<file path="config.mk">
export PLATFORM = sky130hd
export DESIGN_NAME = game_state_ctrl_flat
export DESIGN_NICKNAME = d
export VERILOG_FILES = /design/src/rtl/game_state_if.sv /design/src/rtl/game_state_ctrl.sv /design/src/flat_wrapper.sv
export SDC_FILE = /design/constraint.sdc
export NUM_CORES = 1
export LEC_CHECK = 0
export BUFFER_PORTS_ARGS = -buffer_cell sky130_fd_sc_hd__buf_4
export CORE_ASPECT_RATIO = 1.75
export CORE_MARGIN = 1
export CORE_UTILIZATION = 55
export DETAILED_ROUTE_END_ITERATION = 10
export PLACE_DENSITY_LB_ADDON = 0.25
export SYNTH_ARGS = -nofsm -noshare
export SYNTH_HDL_FRONTEND = slang
export SYNTH_SLANG_ARGS = --single-unit
</file>
<file path="constraint.sdc">
create_clock -name clk -period 6.55 [get_ports clk]
set_input_delay 0 -clock clk [delete_from_list [all_inputs] [get_ports clk]]
set_output_delay 0 -clock clk [all_outputs]
set_load 0.01 [all_outputs]
</file>
<file path="src/rtl/game_state_if.sv">
// game_state_if: command strobe in, lifecycle state/status out
interface game_state_if #(
    parameter int STATE_W = 8,
    parameter int TIME_W  = 32
);
    logic               en;
    logic [1:0]         func;
    logic [STATE_W-1:0] game_state;
    logic               state_changed;
    logic [15:0]        countdown_left;
    logic               pause_timeout;
    logic [TIME_W-1:0]  run_cycles;

    modport master (
        output en, func,
        input  game_state, state_changed, countdown_left, pause_timeout, run_cycles
    );
    modport slave (
        input  en, func,
        output game_state, state_changed, countdown_left, pause_timeout, run_cycles
    );
endinterface

</file>
<file path="src/rtl/game_state_ctrl.sv">
// game_state_ctrl: five-state game lifecycle FSM with countdown, pause timeout and run timer
module game_state_ctrl #(
    parameter int                 STATE_W        = 8,
    parameter logic [STATE_W-1:0] GAME_IDLE      = STATE_W'(0),
    parameter logic [STATE_W-1:0] GAME_COUNTDOWN = STATE_W'(2),
    parameter logic [STATE_W-1:0] GAME_START     = STATE_W'(1),
    parameter logic [STATE_W-1:0] GAME_PAUSE     = STATE_W'(3),
    parameter logic [STATE_W-1:0] GAME_STOP      = STATE_W'(4),
    parameter int                 COUNTDOWN_CYC  = 16,
    parameter int                 PAUSE_TIMEOUT  = 1000,
    parameter int                 TIME_W         = 32
) (
    input logic        clk,
    input logic        rst_n,
    game_state_if.slave bus
);
    localparam int          PW      = PAUSE_TIMEOUT > 2 ? $clog2(PAUSE_TIMEOUT) : 1;
    localparam logic [PW-1:0] PT_LAST = PW'(PAUSE_TIMEOUT - 1);
    localparam logic [15:0] CD_INIT = 16'(COUNTDOWN_CYC == 0 ? 0 : COUNTDOWN_CYC - 1);

    typedef enum logic [2:0] {S_IDLE, S_COUNT, S_RUN, S_PAUSE, S_STOP} state_t;

    state_t             state_q, state_d;
    logic [15:0]        cd_q, cd_d;
    logic [TIME_W-1:0]  run_q, run_d;
    logic [PW-1:0]      pcnt_q, pcnt_d;
    logic               pto_q, pto_d;
    logic               chg_q, chg_d;
    logic               do_start, do_end, do_tog;

    assign do_start = bus.en && bus.func == 2'b01;
    assign do_end   = bus.en && bus.func == 2'b10;
    assign do_tog   = bus.en && bus.func == 2'b11;

    always_comb begin
        state_d = state_q;
        cd_d    = 16'd0;
        run_d   = run_q;
        pcnt_d  = '0;
        pto_d   = pto_q;
        case (state_q)
            S_IDLE, S_STOP: if (do_start) begin
                state_d = COUNTDOWN_CYC == 0 ? S_RUN : S_COUNT;
                cd_d    = CD_INIT;
                run_d   = '0;
                pto_d   = 1'b0;
            end
            S_COUNT: begin
                state_d = do_end ? S_STOP : (cd_q == 16'd0 ? S_RUN : S_COUNT);
                cd_d    = (do_end || cd_q == 16'd0) ? 16'd0 : cd_q - 16'd1;
            end
            S_RUN: begin
                run_d   = &run_q ? run_q : run_q + 1'b1;
                state_d = do_end ? S_STOP : (do_tog ? S_PAUSE : S_RUN);
            end
            S_PAUSE: begin
                pcnt_d = pcnt_q + 1'b1;
                // an explicit end/toggle on the last pause cycle beats the timeout
                if (do_end) state_d = S_STOP;
                else if (do_tog) state_d = S_RUN;
                else if (PAUSE_TIMEOUT != 0 && pcnt_q == PT_LAST) begin
                    state_d = S_STOP;
                    pto_d   = 1'b1;
                end
            end
            default: state_d = S_IDLE;
        endcase
        chg_d = state_d != state_q;
    end

    always_ff @(posedge clk or negedge rst_n) begin
        if (!rst_n) begin
            state_q <= S_IDLE;
            cd_q    <= 16'd0;
            run_q   <= '0;
            pcnt_q  <= '0;
            pto_q   <= 1'b0;
            chg_q   <= 1'b0;
        end else begin
            state_q <= state_d;
            cd_q    <= cd_d;
            run_q   <= run_d;
            pcnt_q  <= pcnt_d;
            pto_q   <= pto_d;
            chg_q   <= chg_d;
        end
    end

    assign bus.game_state     = state_q == S_COUNT ? GAME_COUNTDOWN :
                                state_q == S_RUN   ? GAME_START :
                                state_q == S_PAUSE ? GAME_PAUSE :
                                state_q == S_STOP  ? GAME_STOP : GAME_IDLE;
    assign bus.state_changed  = chg_q;
    assign bus.countdown_left = cd_q;
    assign bus.pause_timeout  = pto_q;
    assign bus.run_cycles     = run_q;
endmodule

</file>
<file path="src/flat_wrapper.sv">
// flat-port wrapper written by rule: the top's interface ports become plain ports
module game_state_ctrl_flat 
#(
    parameter int                 STATE_W        = 8,
    parameter logic [STATE_W-1:0] GAME_IDLE      = STATE_W'(0),
    parameter logic [STATE_W-1:0] GAME_COUNTDOWN = STATE_W'(2),
    parameter logic [STATE_W-1:0] GAME_START     = STATE_W'(1),
    parameter logic [STATE_W-1:0] GAME_PAUSE     = STATE_W'(3),
    parameter logic [STATE_W-1:0] GAME_STOP      = STATE_W'(4),
    parameter int                 COUNTDOWN_CYC  = 16,
    parameter int                 PAUSE_TIMEOUT  = 1000,
    parameter int                 TIME_W         = 32
)
  (clk, rst_n, bus_en, bus_func, bus_game_state, bus_state_changed, bus_countdown_left, bus_pause_timeout, bus_run_cycles);
  game_state_if #(.STATE_W(STATE_W), .TIME_W(TIME_W)) bus_i ();
  input logic clk;
  input logic rst_n;
  input wire logic [$bits(bus_i.en)-1:0] bus_en;
  input wire logic [$bits(bus_i.func)-1:0] bus_func;
  output wire logic [$bits(bus_i.game_state)-1:0] bus_game_state;
  output wire logic [$bits(bus_i.state_changed)-1:0] bus_state_changed;
  output wire logic [$bits(bus_i.countdown_left)-1:0] bus_countdown_left;
  output wire logic [$bits(bus_i.pause_timeout)-1:0] bus_pause_timeout;
  output wire logic [$bits(bus_i.run_cycles)-1:0] bus_run_cycles;
  assign bus_i.en = bus_en;
  assign bus_i.func = bus_func;
  assign bus_game_state = bus_i.game_state;
  assign bus_state_changed = bus_i.state_changed;
  assign bus_countdown_left = bus_i.countdown_left;
  assign bus_pause_timeout = bus_i.pause_timeout;
  assign bus_run_cycles = bus_i.run_cycles;
  game_state_ctrl #(.STATE_W(STATE_W), .GAME_IDLE(GAME_IDLE), .GAME_COUNTDOWN(GAME_COUNTDOWN), .GAME_START(GAME_START), .GAME_PAUSE(GAME_PAUSE), .GAME_STOP(GAME_STOP), .COUNTDOWN_CYC(COUNTDOWN_CYC), .PAUSE_TIMEOUT(PAUSE_TIMEOUT), .TIME_W(TIME_W)) u_core (.clk(clk), .rst_n(rst_n), .bus(bus_i));
endmodule
</file>
==> run metrics, run 1 <==
Slowest-stage cell, CP or4_1; Max-Cap Viols 0; full die area 6425 um2; Flop pwr share 0.360; Setup-failing EPs final 0; pwr dens 382.3 nW/um2; sequential fraction of the synthesis area 0.4701; Critical R2R Capture u_core.bus.run_cycles[27]; Worst IR Drop VDD 0.0001738 V; CP startpoint kind flip-flop; CTS buffer count 9; CP arrival 2.77 ns; met3 WL post-DR 194 um; Sw Share 0.3728; crit-path leading delay family compound AO/OA/AOI/OAI gates; TritonCTS sink count 63; CTS root buffer clkbuf_8; Final Skew 0.009699 ns; Max Transition Viols Final 0; Psw 0.5701 mW; TritonCTS clock tree built; I/O Buffers 57; Mapped Area 3353 um2; iteration count of the initial detailed-routing pass 4; CTS H-tree lvls 3; hold path depth 3; area growth from synthesis to layout 19.29%; gpl congestion 0.8083; Vias/cell 5.843; fin crit period 2.514 ns; Starting Density 0.5703; synth warn 0; CTS Buffer Depth 2; Yosys top cell by area dfrtp_1; Max Clk Rate 397.8 MHz; Worst-Skew Late Latency 0.33 ns; worst slew pin tran 0.7696 ns; share of post-route cells with drive strength above 1 0.1833; post-route setup slack 4.036 ns; WL per Instance 14.57 um; Final #Nets 424; Worst R2R Start u_core.state_q[1]; Post-synth EDFFs 0; Required @ worst endpoint 6.81 ns; metal2 WL 4.036 mm; LEAKAGE 1.833 nW; slew margin rel. 0.4870; total negative slack 0 ns; Worst Path Max Fanout 15; Power Total 1.529 mW; Most used DFF post-synth dfrtp_1; chip width 61.03 um; critical-path cell list nand4bb_1 > a211o_1 > a311o_1 > or4_1 > a21oi_1; syn avg cell area 9.340 um2; vias in the first global route 2,760; pin count of the biggest net entering global routing 64; worst path bufs/invs 0; Hold WC Path Type in2reg; P_int 0.9592 mW; main area contributors after synthesis dfrtp_1, xnor2_1, a21oi_1, nor2_1, nand2_1; Post-Route WL 7.258 mm; io pins 63; Synth cell types 45; # DRC 0; DP Cell Count 481; final worst-path cycle share 0.3838; initial DRC count 114; Clock transition at path regs 0.07 ns; dpl ws 4.054 ns; Setup CP Type reg2reg; overall routing resource usage 0.2495; share of the synthesized area in the top cell type 0.4701; Non-Filler Instances 498; total grt overflow 0; FFs w/ async S/R, synth 1.000; Comb power frac 0.429; Max Used Layer met4; post-CTS resize count 0; ANT nets after route 0; Synth top cells by count dfrtp_1, nor2_1, nand2_1; wl on met1 2.963 mm; Synth Instances 359; count leader, synth dfrtp_1; endpoints failing hold 0; core area 5879 um2; Hold Path Sink u_core.state_q[2]; n_diodes 0; Core Rows 37; via count 2,910; RSZ-0062 raised after global routing no; Worst path max stage delay 0.52 ns; clock share of power 0.211; initial antenna violation count 0; Detail Placement HPWL 5.187 mm; global-route wire length before repair 12.22 mm; CP endpoint kind flip-flop; die height 105.3 um; Setup Fix Bufs, Post-CTS 0; Worst Hold Launch bus_func[1]; outcome complete, no violations; worst reg2reg path depth 5; R2R setup slack 4.04 ns; Yosys reg bits 63
what timing repair did:
item                       CTS  global route
hold buffers                 1             0
hold endpoints to repair    63             0
setup endpoints to repair    0             0
registers in the layout (all words and copies together), names as in the netlist:
| register | cells |
|---|---|
| u_core.bus.run_cycles | 32 |
| u_core.state_q | 3 |
| u_core.bus.pause_timeout | 1 |
| u_core.bus.countdown_left | 16 |
| u_core.bus.state_changed | 1 |
| u_core.pcnt_q | 10 |
per-stage QoR:
stage / util / area, um2 / hold WS, ns
5_1_grt: 0.6804 / 4000 / 0.04975
4_1_cts: 0.6804 / 4000 / 0.01998
2_1_floorplan: - / 3368 / -0.2956
3_5_place_dp: 0.6463 / 3800 / 0.1357
6_report: 0.6804 / 4000 / 0.04028
3_3_place_gp: 0.6463 / 3800 / 0.1333
power by group through the flow:
stage	Combinational [mW]	Clock, mW	Sequential, mW
finish	0.656	0.323	0.550
global route	0.729	0.351	0.564
CTS	0.665	0.332	0.550
detailed placement	0.653	0	0.557
global placement	0.645	0	0.552
floorplan	0.461	0	0.557
worst max-delay path by stage:
stage                                   startpoint                         to  slack, ns  depth (start not counted)
after floorplan           u_core.bus.run_cycles[0]  u_core.bus.run_cycles[30]       4.35                          7
after global placement           u_core.state_q[1]  u_core.bus.run_cycles[27]       4.11                          5
after detailed placement         u_core.state_q[1]  u_core.bus.run_cycles[27]       4.05                          5
after CTS                        u_core.state_q[1]  u_core.bus.run_cycles[27]       4.05                          5
after global routing             u_core.state_q[1]  u_core.bus.run_cycles[27]       3.88                          5
final                            u_core.state_q[1]  u_core.bus.run_cycles[27]       4.04                          5
cell families after synthesis:
family                   share of synthesized area
AND/OR/NAND/NOR                             0.2657
AO/OA/AOI/OAI                               0.1422
flip-flops                                  0.4701
buffers and inverters                      0.04030
XOR/XNOR                                   0.06269
adder cells (fa/ha/maj)                    0.01493
other                                     0.001118
multiplexers                              0.002985
cell usage in the layout (no fill, tap or decap), types with 2 or more instances in the layout:
cell | Yosys | layout
clkinv_2 | 0 | 3
xor2_1 | 4 | 4
nand2b_1 | 4 | 4
clkbuf_1 | 9 | 2
a211o_1 | 3 | 3
or2_2 | 3 | 3
inv_1 | 7 | 7
o31ai_1 | 13 | 13
or3_1 | 16 | 16
nor4_1 | 6 | 6
o211a_1 | 2 | 2
nand3_1 | 13 | 13
nor2_1 | 34 | 34
o211ai_1 | 2 | 2
nand2_1 | 30 | 30
dfrtp_1 | 63 | 63
xnor2_1 | 20 | 20
and3_1 | 11 | 11
buf_4 | 5 | 59
and2_1 | 4 | 4
o21ai_0 | 18 | 18
conb_1 | 1 | 5
clkbuf_8 | 0 | 10
or4_1 | 14 | 14
a21oi_1 | 27 | 27
nor2b_1 | 3 | 3
ha_1 | 4 | 4
a211oi_1 | 2 | 2
and4_1 | 5 | 5
a21o_1 | 2 | 2
nand4b_1 | 2 | 2
nand4_1 | 8 | 8
nor3_1 | 7 | 7
layer usage:
| layer | vias up | track usage |
|---|---|---|
| met5 | - | 0 |
| met2 | 49 | 0.4356 |
| met1 | 1441 | 0.2876 |
| met4 | 0 | 0.08279 |
| li1 | 1415 | - |
| met3 | 5 | 0.05644 |
worst min-delay path, stage by stage:
cell      delay [ns]
buf_4           0.12
nor2_1          0.07
o221ai_1        0.14
cell type report:
class                   count  area, um2
clock inverters             4      45.04
flip-flops and latches     63       1577
clock buffers              12      145.1
multi-input cells         274       1657
inverters                   7      26.28
well taps                  78      97.59
repair buffers             60      452.9
fillers                   507       1879
No activity file was read; power rests on OpenSTA's default activity.
==> run 2, diff against run 1 <==
Clock period 6.55 ns to 2.4 ns, I/O delays scaled along.
==> run metrics, run 2 (synthesized netlist as in run 1, its figures left out) <==
Register Area 1577 um2 (unchanged); gpl congestion 0.8171 (+1.1%); CP endpoint kind flip-flop; crit-path leading delay family compound AO/OA/AOI/OAI gates; total grt overflow 0 (unchanged); CTS H-tree lvls 3 (unchanged); Critical R2R Capture u_core.bus.run_cycles[27]; Detail Placement HPWL 5.443 mm (+4.9%); commonest non-fill, non-tap cells in the layout buf_4, dfrtp_1, nor2_1; Required @ worst endpoint 2.67 ns (-4.14 ns); pin count of the biggest net entering global routing 64 (unchanged); Post-Route WL 7.707 mm (+6.2%); slew margin rel. 0.4644 (-0.02254); worst slew pin tran 0.8034 ns (+0.03381 ns); Worst IR Drop VDD 0.0005411 V (+210%); overall routing resource usage 0.2696 (+0.02005); vias in the first global route 2,883 (+4.5%); initial DRC count 161 (+41%); Max-Cap Viols 0 (unchanged); Worst Path Max Fanout 15 (unchanged); die height 105.3 um (unchanged); CP arrival 2.56 ns (-0.21 ns); pwr dens 1033 nW/um2 (+170%); Starting Density 0.5703 (unchanged); Largest register FFs 32 (unchanged); TritonCTS clock tree built; FILL cells 496 (-2.2%); fin area 4069 um2 (+1.7%); global-route wire length before repair 12.99 mm (+6.3%); outcome complete, no violations; Hold WS 0.009664 ns (-0.03061 ns); final worst-path cycle share 0.9508 (+0.5669); CP startpoint kind flip-flop; n_diodes 0 (unchanged); # DRC 0 (unchanged); multi-input logic area 1670 um2 (+0.83%); fin crit period 2.282 ns (-0.2323 ns); worst setup path start u_core.state_q[1]; hold path depth 3 (unchanged); Max Transition Viols Final 0 (unchanged); full die area 6425 um2 (unchanged); placed inst area 3880 um2 (+2.1%); Setup-failing EPs final 0 (unchanged); Vias/cell 5.897 (+0.93%); Hold Path Sink u_core.state_q[2]; Hold WC Path Type in2reg; worst path bufs/invs 0 (unchanged); LEAKAGE 1.868 nW (+1.9%); core area 5879 um2 (unchanged); most common cell after layout, fill and taps aside buf_4; ANT nets after route 0 (unchanged); initial antenna violation count 0 (unchanged); Clock transition at path regs 0.06 ns (about the same); total negative slack 0 ns (unchanged); iteration count of the initial detailed-routing pass 4 (unchanged); io pins 63 (unchanged); via count 2,990 (+2.7%); worst reg2reg path depth 5 (unchanged); Setup CP Type reg2reg; share of post-route cells with drive strength above 1 0.2028 (+0.01946); Worst R2R Start u_core.state_q[1]; CTS Buffer Depth 2 (unchanged); Core Rows 37 (unchanged); R2R setup slack 0.12 ns (-3.92 ns); post-route setup slack 0.1182 ns (-3.918 ns); Max Clk Rate 438.2 MHz (+10%); area growth from synthesis to layout 21.34%; I/O Buffers 57 (unchanged); endpoints failing hold 0 (unchanged); CTS root buffer clkbuf_8; Final #Nets 434 (+2.4%); WL per Instance 15.20 um (+4.3%); CTS buffer count 9 (unchanged); Worst Hold Launch bus_func[1]; Slowest-stage cell, CP a311o_2; dpl ws 0.1218 ns (-3.933 ns); Final Skew 0.003890 ns (-0.005809 ns); Worst path max stage delay 0.50 ns (-0.02 ns); Worst-Skew Late Latency 0.35 ns (+0.02 ns); critical-path cell list nand4bb_1 > o211a_1 > a311o_2 > or4_1 > a21oi_1; Power Total 4.204 mW (+170%); chip width 61.03 um (unchanged); TritonCTS sink count 63 (unchanged)
-- run 2: repair_timing --
action	4_1_cts	5_1_grt
endpoints found under the setup margin	0	5
buffers inserted	0	1
hold endpoints to repair	63	0
resized for setup	0	5
hold buffers	1	0
-- run 2: how the worst max path moves through the flow --
stage	endpoint	slack, ns	depth (start not counted)
global placement	u_core.bus.run_cycles[26]	0.18	6
CTS	u_core.bus.run_cycles[26]	0.09	6
global route	u_core.bus.run_cycles[27]	-0.0006	5
finish	u_core.bus.run_cycles[27]	0.12	5
floorplan	u_core.bus.run_cycles[30]	0.20	7
detailed placement	u_core.bus.run_cycles[26]	0.12	6
-- run 2: where the power goes --
part	internal [mW]	switching (mW)
logic	0.949	1.01
clock network	0.397	0.387
registers	1.25	0.220
-- run 2: layer usage --
| layer | routed length, um | share of wire | up-vias | global-route usage |
|---|---|---|---|---|
| li1 | - | - | 1437 | - |
| met1 | 3050 | 0.40 | 1461 | 0.3059 |
| met2 | 4207 | 0.55 | 79 | 0.4643 |
| met3 | 281 | 0.036 | 13 | 0.06503 |
| met4 | 167 | 0.022 | 0 | 0.1071 |
| met5 | 0 | 0 | - | 0 |
-- run 2: worst min-delay path, cell delays in order --
cell	delay, ns
buf_4	0.12
nor2_1	0.06
o221ai_1	0.14
-- run 2: layout make-up --
class,count,share of cell area
tap,78,0.02399
clock buffer,14,0.03752
inverter,7,0.006458
clock inverter,1,0.001230
timing repair buffer,70,0.1328
sequential,63,0.3875
multi-input combinational,274,0.4105
-- run 2: metrics by stage --
step | std cells | utilization
floorplan | 363 | -
global placement | 490 | 0.6599
detailed placement | 490 | 0.6599
CTS | 506 | 0.6884
global route | 507 | 0.6921
finish | 507 | 0.6921
==> run 3, diff against run 2 <==
Settings changed: CORE_UTILIZATION 55 to 50.
Clock period 2.4 ns to 1.91 ns, I/O delays scaled along.
==> run metrics, run 3 (synthesized netlist as in run 1, its figures left out) <==
CP endpoint kind flip-flop; initial antenna violation count 0 (unchanged); DP Cell Count 555 (+13%); CTS buffer count 9 (unchanged); Hold WC Path Type in2reg; LEAKAGE 2.380 nW (+27%); area growth from synthesis to layout 49.37%; CP arrival 2.35 ns (-0.21 ns); Detail Placement HPWL 6.243 mm (+15%); initial DRC count 191 (+19%); Power Total 6.240 mW (+48%); iteration count of the initial detailed-routing pass 4 (unchanged); global-route wire length before repair 14.73 mm (+13%); placed inst area 4378 um2 (+13%); I/O Buffers 57 (unchanged); most common cell after layout, fill and taps aside buf_4; RSZ-0062 raised after global routing yes; hold path depth 4 (+1); chip width 63.91 um (+4.7%); n_diodes 0 (unchanged); outcome finished, violations left; failing checks negative setup slack; Clock transition at path regs 0.05 ns (about the same); Worst IR Drop VDD 0.0006090 V (+13%); Worst path max stage delay 0.35 ns (-0.15 ns); CP Capture Point u_core.bus.run_cycles[18]; CP startpoint kind flip-flop; final worst-path cycle share 1.096 (+0.1453); total grt overflow 0 (unchanged); pin count of the biggest net entering global routing 34 (-47%); Non-Filler Instances 583 (+15%); Max Transition Viols Final 0 (unchanged); worst reg2reg path depth 7 (+2); Required @ worst endpoint 2.16 ns (-0.51 ns); core area 6490 um2 (+10%); Setup CP Type reg2reg; Vias/cell 5.779 (-2.0%); Max Clk Rate 477.7 MHz (+9.0%); fin area 5009 um2 (+23%); vias in the first global route 3,186 (+11%); Critical R2R Capture u_core.bus.run_cycles[18]; CTS Buffer Depth 2 (unchanged); io pins 63 (unchanged); overall routing resource usage 0.2769 (+0.007341); full die area 7051 um2 (+9.7%); Worst R2R Start u_core.bus.run_cycles[1]; Final Skew 0.007764 ns (+0.003874 ns); TritonCTS sink count 63 (unchanged); R2R setup slack -0.18 ns (-0.30 ns); via count 3,369 (+13%); Worst Path Max Fanout 6 (-9); Starting Density 0.5167 (-0.05366); CTS root buffer clkbuf_16; Util after Layout 0.7717 (+0.07968); total negative slack -1.691 ns (-1.691 ns); Core Rows 39 (+5.4%); FILL cells 447 (-9.9%); Final #Nets 506 (+17%); share of post-route cells with drive strength above 1 0.3932 (+0.1904); die height 110.3 um (+4.8%); endpoints failing hold 0 (unchanged); commonest non-fill, non-tap cells in the layout buf_4, dfrtp_1, nor2_1; CP most frequent cell a211o_1; Largest register FFs 32 (unchanged); gpl congestion 0.8329 (+1.9%); worst setup path start u_core.bus.run_cycles[1]; post-route setup slack -0.1835 ns (-0.3017 ns); # DRC 0 (unchanged); Hold WS 0.08077 ns (+0.07110 ns); Worst-Skew Late Latency 0.33 ns (-0.02 ns); pwr dens 1246 nW/um2 (+21%); critical-path cell list ha_2 > nand4_1 > a211o_1 > a211o_1 > buf_6 > or3_1 > a21oi_1; Post-Route WL 9.572 mm (+24%); fin crit period 2.094 ns (-0.1883 ns); TritonCTS clock tree built; CTS H-tree lvls 3 (unchanged); WL per Instance 16.42 um (+8.0%); dpl ws -0.2097 ns (-0.3315 ns); ANT nets after route 0 (unchanged); Setup-failing EPs final 23 (+23); Slowest-stage cell, CP dfrtp_1; Max-Cap Viols 0 (unchanged)
run 3: changes by cell type in the layout (fill, tap and decap cells not counted), sizes merged:
cell    before  now
buf         69  140
clkinv       1    2
a311o        1    2
clkbuf      14   13
run 3: worst min path at each step:
stage                start                            to  slack (ns)
3_5_place_dp         rst_n  u_core.bus.countdown_left[9]       -0.02
2_1_floorplan        rst_n  u_core.bus.countdown_left[0]       -0.30
5_1_grt        bus_func[0]             u_core.state_q[2]        0.10
3_3_place_gp         rst_n  u_core.bus.countdown_left[9]       -0.03
4_1_cts        bus_func[0]             u_core.state_q[2]        0.07
6_report       bus_func[0]             u_core.state_q[2]        0.08
run 3: cell type report:
type | count | area [um2] | area share
timing repair buffer | 141 | 1132 | 0.2261
tap | 82 | 102.6 | 0.02048
sequential | 63 | 1578 | 0.3150
inverter | 7 | 26.28 | 0.005246
multi-input combinational | 275 | 1919 | 0.3832
clock buffer | 13 | 240.2 | 0.04796
clock inverter | 2 | 10.01 | 0.001999
run 3: layer usage:
metal,global-route usage,vias to the layer above,part of all wire,routed length (um)
met3,0.06893,20,0.036,344
met2,0.5144,91,0.56,5362
met4,0.1185,0,0.023,221
li1,-,1588,-,-
met5,0,-,0,0
met1,0.2919,1670,0.38,3645
run 3: repair_timing:
action,CTS,global route
gates resized for setup,11,48
setup endpoints to repair,27,32
hold endpoints to repair,59,0
buffers inserted,10,2
hold buffers,1,0
gates cloned,1,0
pin swaps,16,12
run 3: report_power, final:
part | switching (mW) | internal (mW)
logic | 1.53 | 1.54
registers | 0.184 | 1.57
clock network | 0.551 | 0.866
total | 2.26 | 3.98
run 3: worst max-delay path, delay by kind of cell (launching register included):
kind / cells / cell delay (ns)
adders and majority gates: 1 / 0.22
DFF: 1 / 0.35
buffers and inverters: 1 / 0.16
and+or+nand+nor: 2 / 0.49
AOI/OAI and AO/OA: 3 / 0.79
